<file path="src/rtl/bp_sacc_csr_responder.sv">
// bp_sacc_csr_responder
//   Accelerator-side responder for uncached I/O commands. Accepts one
//   uc_rd/uc_wr command at a time, decodes it against a small CSR file and
//   returns exactly one response per command. Exposes the CSRs plus a
//   start/busy/done handshake to the accelerator datapath.
//
// Ports
//   clk_i, reset_n_i          clock, async active-low reset
//   io_cmd_*                  command channel (valid/ready)
//   io_resp_*                 response channel (valid/yumi), fields echo the command
//   csr_o                     flattened CSRs, csr k at [64k +: 64] (k<2 reads as 0)
//   start_o                   one-cycle start pulse (write CSR0 bit0)
//   busy_i, done_i            accelerator status inputs
//   err_o                     sticky decode-error flag
//
// FSM states
//   state    | meaning
//   ST_READY | idle, io_cmd_ready_o=1, accepts a command when io_cmd_v_i=1
//   ST_RESP  | response held on io_resp_*, waits for io_resp_yumi_i

module bp_sacc_csr_responder #(
  parameter int paddr_width_p  = 40,
  parameter int lce_id_width_p = 4,
  parameter int csr_els_p      = 8
) (
  input  logic                        clk_i,
  input  logic                        reset_n_i,
  input  logic                        io_cmd_v_i,
  output logic                        io_cmd_ready_o,
  input  logic [3:0]                  io_cmd_type_i,
  input  logic [paddr_width_p-1:0]    io_cmd_addr_i,
  input  logic [2:0]                  io_cmd_size_i,
  input  logic [lce_id_width_p-1:0]   io_cmd_lce_id_i,
  input  logic [63:0]                 io_cmd_data_i,
  output logic                        io_resp_v_o,
  input  logic                        io_resp_yumi_i,
  output logic [3:0]                  io_resp_type_o,
  output logic [paddr_width_p-1:0]    io_resp_addr_o,
  output logic [2:0]                  io_resp_size_o,
  output logic [lce_id_width_p-1:0]   io_resp_lce_id_o,
  output logic [63:0]                 io_resp_data_o,
  output logic [64*csr_els_p-1:0]     csr_o,
  output logic                        start_o,
  input  logic                        busy_i,
  input  logic                        done_i,
  output logic                        err_o
);

  localparam int idx_w_lp = $clog2(csr_els_p);

  typedef enum logic {ST_READY, ST_RESP} state_e;

  state_e                      state_q, state_d;
  logic [3:0]                  resp_type_q, resp_type_d;
  logic [paddr_width_p-1:0]    resp_addr_q, resp_addr_d;
  logic [2:0]                  resp_size_q, resp_size_d;
  logic [lce_id_width_p-1:0]   resp_lce_id_q, resp_lce_id_d;
  logic [63:0]                 resp_data_q, resp_data_d;
  logic [63:0]                 csr_q [csr_els_p];
  logic [63:0]                 csr_d [csr_els_p];
  logic                        start_q, start_d;
  logic                        done_q, done_d;
  logic                        err_q, err_d;

  logic [2:0]          offset;
  logic [1:0]          size_eff;
  logic [idx_w_lp-1:0] idx;
  logic                oor, aligned, is_rd, is_wr, dec_err, accept;
  logic [7:0]          size_bmask, byte_mask;
  logic [63:0]         size_dmask, bit_mask, wdata_sh, rd_raw, rd_data;

  // Command decode, evaluated combinationally against the presented command.
  always_comb begin
    offset   = io_cmd_addr_i[2:0];
    size_eff = (io_cmd_size_i > 3'd3) ? 2'd3 : io_cmd_size_i[1:0];
    idx      = io_cmd_addr_i[3 +: idx_w_lp];
    // Any address bit above the index field means an index past the CSR file.
    oor      = |io_cmd_addr_i[paddr_width_p-1:3+idx_w_lp];
    is_rd    = (io_cmd_type_i == 4'd2);
    is_wr    = (io_cmd_type_i == 4'd3);
    unique case (size_eff)
      2'd0: begin aligned = 1'b1;                size_bmask = 8'h01; size_dmask = 64'h0000_0000_0000_00FF; end
      2'd1: begin aligned = (offset[0] == 1'b0);   size_bmask = 8'h03; size_dmask = 64'h0000_0000_0000_FFFF; end
      2'd2: begin aligned = (offset[1:0] == 2'b0); size_bmask = 8'h0F; size_dmask = 64'h0000_0000_FFFF_FFFF; end
      default: begin aligned = (offset == 3'b0);   size_bmask = 8'hFF; size_dmask = 64'hFFFF_FFFF_FFFF_FFFF; end
    endcase
    dec_err   = !(is_rd || is_wr) || oor || !aligned;
    // Alignment guarantees the shifted byte mask never runs past byte 7.
    byte_mask = size_bmask << offset;
    for (int b = 0; b < 8; b++) begin
      bit_mask[8*b +: 8] = {8{byte_mask[b]}};
    end
    wdata_sh = io_cmd_data_i << {offset, 3'b000};
    if (idx == idx_w_lp'(0)) begin
      rd_raw = {63'b0, busy_i};
    end else if (idx == idx_w_lp'(1)) begin
      rd_raw = {62'b0, busy_i, done_q};
    end else begin
      rd_raw = csr_q[idx];
    end
    rd_data = (rd_raw >> {offset, 3'b000}) & size_dmask;
  end

  assign accept = (state_q == ST_READY) && io_cmd_v_i;

  always_comb begin
    state_d       = state_q;
    resp_type_d   = resp_type_q;
    resp_addr_d   = resp_addr_q;
    resp_size_d   = resp_size_q;
    resp_lce_id_d = resp_lce_id_q;
    resp_data_d   = resp_data_q;
    csr_d         = csr_q;
    start_d       = 1'b0;
    err_d         = err_q;
    done_d        = done_q;
    unique case (state_q)
      ST_READY: begin
        if (io_cmd_v_i) begin
          state_d       = ST_RESP;
          resp_type_d   = io_cmd_type_i;
          resp_addr_d   = io_cmd_addr_i;
          resp_size_d   = io_cmd_size_i;
          resp_lce_id_d = io_cmd_lce_id_i;
          resp_data_d   = (is_rd && !dec_err) ? rd_data : 64'b0;
          if (dec_err) err_d = 1'b1;
          if (is_wr && !dec_err) begin
            // CSR0 is a pure trigger and CSR1 is read-only; only 2.. hold state.
            if (idx >= idx_w_lp'(2)) begin
              csr_d[idx] = (csr_q[idx] & ~bit_mask) | (wdata_sh & bit_mask);
            end
            if (idx == idx_w_lp'(0) && byte_mask[0] && wdata_sh[0]) begin
              start_d = 1'b1;
            end
          end
        end
      end
      default: begin
        if (io_resp_yumi_i) state_d = ST_READY;
      end
    endcase
    if (accept && is_rd && !dec_err && idx == idx_w_lp'(1)) done_d = 1'b0;
    // A done pulse coinciding with the clearing read must not be lost.
    if (done_i) done_d = 1'b1;
  end

  always_ff @(posedge clk_i or negedge reset_n_i) begin
    if (!reset_n_i) begin
      state_q       <= ST_READY;
      resp_type_q   <= '0;
      resp_addr_q   <= '0;
      resp_size_q   <= '0;
      resp_lce_id_q <= '0;
      resp_data_q   <= '0;
      for (int k = 0; k < csr_els_p; k++) csr_q[k] <= '0;
      start_q       <= 1'b0;
      done_q        <= 1'b0;
      err_q         <= 1'b0;
    end else begin
      state_q       <= state_d;
      resp_type_q   <= resp_type_d;
      resp_addr_q   <= resp_addr_d;
      resp_size_q   <= resp_size_d;
      resp_lce_id_q <= resp_lce_id_d;
      resp_data_q   <= resp_data_d;
      csr_q         <= csr_d;
      start_q       <= start_d;
      done_q        <= done_d;
      err_q         <= err_d;
    end
  end

  for (genvar k = 0; k < csr_els_p; k++) begin : g_csr_o
    if (k < 2) begin : g_ctl
      assign csr_o[64*k +: 64] = 64'b0;
    end else begin : g_store
      assign csr_o[64*k +: 64] = csr_q[k];
    end
  end

  assign io_cmd_ready_o   = (state_q == ST_READY);
  assign io_resp_v_o      = (state_q == ST_RESP);
  assign io_resp_type_o   = resp_type_q;
  assign io_resp_addr_o   = resp_addr_q;
  assign io_resp_size_o   = resp_size_q;
  assign io_resp_lce_id_o = resp_lce_id_q;
  assign io_resp_data_o   = resp_data_q;
  assign start_o          = start_q;
  assign err_o            = err_q;

endmodule

</file>
<file path="config.mk">
export PLATFORM = sky130hd
export DESIGN_NAME = bp_sacc_csr_responder
export DESIGN_NICKNAME = d
export VERILOG_FILES = /design/src/rtl/bp_sacc_csr_responder.sv
export SDC_FILE = /design/constraint.sdc
export NUM_CORES = 1
export LEC_CHECK = 0
export BUFFER_PORTS_ARGS = -buffer_cell sky130_fd_sc_hd__buf_2
export CORE_AREA = 2 2 290 292
export CTS_BUF_LIST = sky130_fd_sc_hd__clkbuf_16
export DETAILED_ROUTE_END_ITERATION = 6
export DIE_AREA = 0 0 292 294
export SLEW_MARGIN = 10
export SYNTH_ARGS = -nofsm -noshare
export SYNTH_HDL_FRONTEND = slang
export SYNTH_SLANG_ARGS = --single-unit
</file>
<file path="constraint.sdc">
create_clock -name clk_i -period 3.5 [get_ports clk_i]
set_input_delay 0.35 -clock clk_i [delete_from_list [all_inputs] [get_ports clk_i]]
set_output_delay 0.35 -clock clk_i [all_outputs]
set_load 0.02 [all_outputs]
</file>
* Word-level counts from Yosys, hierarchy flattened
Index checks and enable logic that the tools add are counted.
** Word-level totals
- Flip-flop bits (word level) :: 631
- Latch bits :: 0
- Memory bits (writable) :: 0
- Bits in read-only memories :: 0
- Bits of input ports :: 121
- Output and inout port bits :: 631
- Word-level logic and storage cells :: 83
- Memories :: 0
** Cells by class
- Add/sub/neg operators :: 0
- Multiply operators :: 0
- Divide/modulo/power cells :: 0
- $lt $le $gt $ge :: 4
- Equal/unequal tests :: 5
- Shift-type cells :: 3
- Multiplexer cells :: 22
- Bitwise operators :: 8
- Reductions and logical operators :: 24
** Operator list (count)
- bitwise mux 512 bit :: 1
- two-way mux 64 bit :: 6
- bitwise AND 64 bit :: 3
- binary-select mux 64 bit (select 3 bit) :: 1
- demux 64 bit (select 3 bit) :: 1
- case mux 64 bit (3 select lines) :: 1
- inverter 64 bit :: 1
- OR 64 bit :: 1
- left shift 64 x 6 -> 64 bit :: 1
- right shift 64 x 6 -> 64 bit :: 1
- OR reduction 34 bit :: 1
- case mux 8 bit (3 select lines) :: 1
- logical AND 1 bit :: 9
- two-way mux 1 bit :: 9
- == test 4 x 2 -> 1 bit (second input constant) :: 2
- left shift 8 x 3 -> 8 bit :: 1
- zero test 3 bit :: 2
- >= comparator 4 bit (second input constant) :: 1
- zero test 2 bit :: 2
- less-than comparator 4 x 1 -> 1 bit (second input constant) :: 1
- inverter 3 -> 4 bit :: 1
- AND reduction 4 bit :: 1
- == test 3 x 1 -> 1 bit (second input constant) :: 1
- >= comparator 3 x 2 -> 1 bit (second input constant) :: 1
- 11 further kinds :: 16

* Longest topological paths before layout
- Depth in word-level cells :: 11
- Gate-level depth with buffers :: 11
- Mapped depth without buffers :: 6

* Worst setup path after synthesis
No wires, ideal clock.
- Path type :: input to register
- Start point :: input io_cmd_addr_i[1]
- End point :: register csr_q (netlist bit csr_o[436])
- Setup time :: 125 ps
- Arrival :: 2812 ps
- Required time :: 3375 ps
- Setup slack :: 563 ps
- Stages on the path :: 10
- Buffers on the path :: 5
- Cell sequence :: buf_2 or3_1 buf_2 o21a_4 or4_4 or4_1 clkbuf_2 buf_6 buf_6 mux2_4
** Between the ends
- Longest elaborated chain between the ends :: 7
- Elaborated cells between the ends (all ways) :: 15
- Those cells by class :: shift (2); mux (2); bitwise (4); reduce/logical (7)
** RTL lines
- from (decl) :: line 31 : input logic [paddr_width_p-1:0] io_cmd_addr_i,
- branches (longest 7 deep; another with bitwise mux 512 bit)
- to (signal assigned) :: line 166 : csr_q <= csr_d;
- to (decl) :: line 59 : logic [63:0] csr_q [csr_els_p];
Several ways; the timed one is not identified.
A chain may end at the register's enable or synchronous reset.

* Worst setup path in the final report
- Start point :: input io_cmd_addr_i[7]
- End point :: register csr_q (netlist bit csr_o[446])
** Between the ends
- Longest elaborated chain between the ends :: 6
** RTL lines
- OR reduction 34 bit :: line 78 : oor = |io_cmd_addr_i[paddr_width_p-1:3+idx_w_lp];
- logical OR 1 bit (2 in series) :: line 87 : dec_err = !(is_rd || is_wr) || oor || !aligned;
- zero test 1 bit :: line 127 : if (is_wr && !dec_err) begin
- logical AND 1 bit :: line 127
- AND reduction 4 bit (no source line)
Every way passes these cells.

==> metrics.txt <==
clock buffer depth 3; first-pass GRT wire length 191000 µm; H-Tree Depth 3; IO Pins 752; delay-heaviest family, CP simple AND/OR/NAND/NOR gates; Buf+Inv Stages, Crit Path 3; clock insertion delay at the later pin of the skew report 640 ps; net load switching power 4780 µW; Cell Int Power 12300 µW; Comb power frac 12.4%; DRT iter0 DRCs 2511; Yosys warnings 0; cell at the slowest stage of the critical path or4_4; Clock transition at path regs 60 ps; Total Routing Usage GR 30.9%; Setup WS pre-CTS 278 ps; mapped cell area 34400 µm²; number of setup violations in the final report 0; Cell Count, Final, Fillers Out 4738; ys flop type dfrtp_1; CP arrival 3520 ps; maximum VDD drop 0.000304 V; Hold Fails Final Rpt 0; RR Startpoint csr_o[508]; status complete, no violations; CTS tree done; CP endpoint kind register; dpl hpwl 102000 µm; EDFF count, synth 0; synthesized area per cell 10.1 µm²; sw frac 27.9%; Netlist cell types 68; top-area cell type share of the netlist area 45.8%; relative slew slack 25.1%; Worst R2R End io_resp_data_o[4]; CP peak stage delay 630 ps; clock share of power 43.9%; vias in the first global route 25200; min Tclk post-route 3010 ps; Final Max Tran Viols 0; port bufs 623; Synth area leader dfrtp_1; Hold Crit Endpoint io_resp_addr_o[35]; worst path required time 4010 ps; largest net degree at the start of global routing 87; Core Area 82900 µm²; row cnt 106; fin util 46.7%; register area share after synthesis 45.8%; Most Frequent Cell on Critical Path or4_4; initial antenna violation count 25; FF-to-FF setup slack 740 ps; Total Routed Length 136000 µm; fmax 0.333 GHz; setup TNS 0 ps; DR DRC count 0; drt pass-1 iters 6; layout cells sized above 1 35.8%; die span in y 294 µm; vias 26300; RSZ-0062 raised after global routing false; Layout area overhead 12.3%; Setup crit start kind input port; Die W 292 µm; max-cap check violation count 0; top cells by area, synth dfrtp_1 (46%), buf_4 (11%), mux2_2 (11%); Reg power frac 43.8%; WL/cell 28.7 µm; ys async rst share 100%; Lkg Pwr 0.0204 µW; gr ovfl total 0; worst hold stages 3; Placer Congestion 0.960; Reg2Reg Depth 7; final worst-path cycle share 85.9%; CTS Root Cell clkbuf_16; post-layout net count 3720; synthesized instance count 3400; Routed Antenna Nets 0; final worst slack 493 ps; crit path kind in2reg; CTS sink cnt 631; Synth top cells by count dfrtp_1 (631), nand2_1 (544), buf_4 (512), mux2_2 (331), clkbuf_1 (279); clk_skew 23.7 ps; Worst Path Max Fanout 60; vias per cell 5.55; clock buffer count from CTS 74; initial core utilization 41.6%; Setup Buffers After CTS 0; Cell Chain, Critical Path dlygate4sd3_1 -> buf_2 -> nor4_1 -> nand4_1 -> or4_4 -> or4_4 -> buf_12 -> mux2_4; PD cells 442 nW/µm²; dpl cells 4560; Worst-Margin Slew 1110 ps; Hold Crit Class in2reg; hold path startpoint io_cmd_addr_i[35]; die area 85800 µm²; count leader, synth dfrtp_1; Seq cells post-synth 631
[layout by cell type (no fill, tap or decap), drive strengths merged, types with 6 or more instances in the layout]
cell type,synthesis,routed
a32oi,13,13
conb,1,128
nand2,544,544
a22o,11,11
o211ai,10,10
nor4,11,11
nand4,7,7
a211oi,21,21
o22a,13,13
mux4,34,34
o22ai,39,39
o31ai,9,9
a21oi,64,64
o21a,6,6
nor3,15,15
nand2b,6,6
a2bb2oi,6,6
a21o,11,11
o21ai,235,235
inv,8,23
a222oi,18,18
nor2,102,102
a31oi,28,28
a311oi,9,9
a221oi,8,8
clkinv,1,31
nor2b,20,20
buf,572,805
or3,11,11
mux2i,205,205
dlygate4sd3,0,43
dfrtp,631,631
diode,0,8
nand3,9,9
a31o,6,6
clkbuf,280,76
mux2,339,339
a22oi,27,27
and2,25,25
[tightest hold or removal path, stage by stage]
cell	delay, ps
buf_2	90
nand2_1	110
nand2_1	90
[flip-flops by register name (all words and copies together), names as in the netlist]
| signal | cells |
|---|---|
| io_resp_data_o | 64 |
| done_q | 1 |
| io_resp_lce_id_o | 4 |
| err_o | 1 |
| io_resp_type_o | 4 |
| start_o | 1 |
| io_resp_v_o | 1 |
| io_resp_size_o | 3 |
| csr_q | 128 |
| csr_o | 384 |
| io_resp_addr_o | 40 |
[layer usage]
layer / GRT usage, % / routed length [µm] / part of all wire, % / vias to the layer above
met4: 12.0 / 5370 / 3.9 / 26
met3: 8.06 / 12100 / 8.9 / 282
met2: 48.6 / 62200 / 46 / 1356
met1: 40.7 / 56100 / 41 / 13100
li1: - / - / - / 11500
met5: 0 / 163 / 0.12 / -
[power by group through the flow]
| stage | Clock, µW | Sequential [µW] | Combinational (µW) |
|---|---|---|---|
| after global routing | 7920 | 7500 | 2250 |
| after detailed placement | 0 | 7620 | 2060 |
| after floorplan | 0 | 7770 | 1000 |
| after CTS | 7630 | 7480 | 2100 |
| final | 7510 | 7490 | 2120 |
| after global placement | 0 | 7610 | 2060 |
[area by class of cell]
cell class | instances | area, µm²
Timing Repair Buffer | 848 | 5210
Inverter | 9 | 33.8
Clock inverter | 51 | 397
Clock buffer | 76 | 1900
Sequential cell | 631 | 15800
Fill cell | 7899 | 44200
Tap cell | 1080 | 1350
Antenna cell | 8 | 20.0
Multi-Input combinational cell | 2035 | 14000
[logic make-up (layout without fill, tap and decap cells)]
kind of cell	Yosys count	count (layout)	share of synthesized area (%)
AOI/OAI and AO/OA	571	571	10.6
adders and majority gates	1	1	0.0291
buffers and inverters	861	984	15.1
DFF	631	631	45.8
muxes	578	578	19.3
other	1	136	0.0109
and+or+nand+nor	757	757	9.02
[per-stage QoR]
step / area (µm²) / hold slack, ps / total power, µW
finish: 38700 / 50.6 / 17100
global placement: 35900 / 359 / 9660
floorplan: 34900 / 54.4 / 8770
detailed placement: 35900 / 358 / 9670
global route: 38700 / 32.0 / 17700
CTS: 38700 / 6.92 / 17200
[worst max-delay path by stage]
stage,from,endpoint,cells past startpoint
after global placement,io_cmd_addr_i[3],io_resp_data_o[4],8
after floorplan,io_cmd_addr_i[1],csr_o[436],10
after global routing,io_cmd_addr_i[7],csr_o[436],8
after CTS,io_cmd_addr_i[25],csr_o[436],8
final,io_cmd_addr_i[7],csr_o[446],8
after detailed placement,io_cmd_addr_i[0],csr_o[190],8
[timing repair]
item                                   CTS  global route
endpoints found under the hold margin  108             0
resized for setup                        0             0
hold buffers                            43             0
Power figures use the tool's default switching activity.
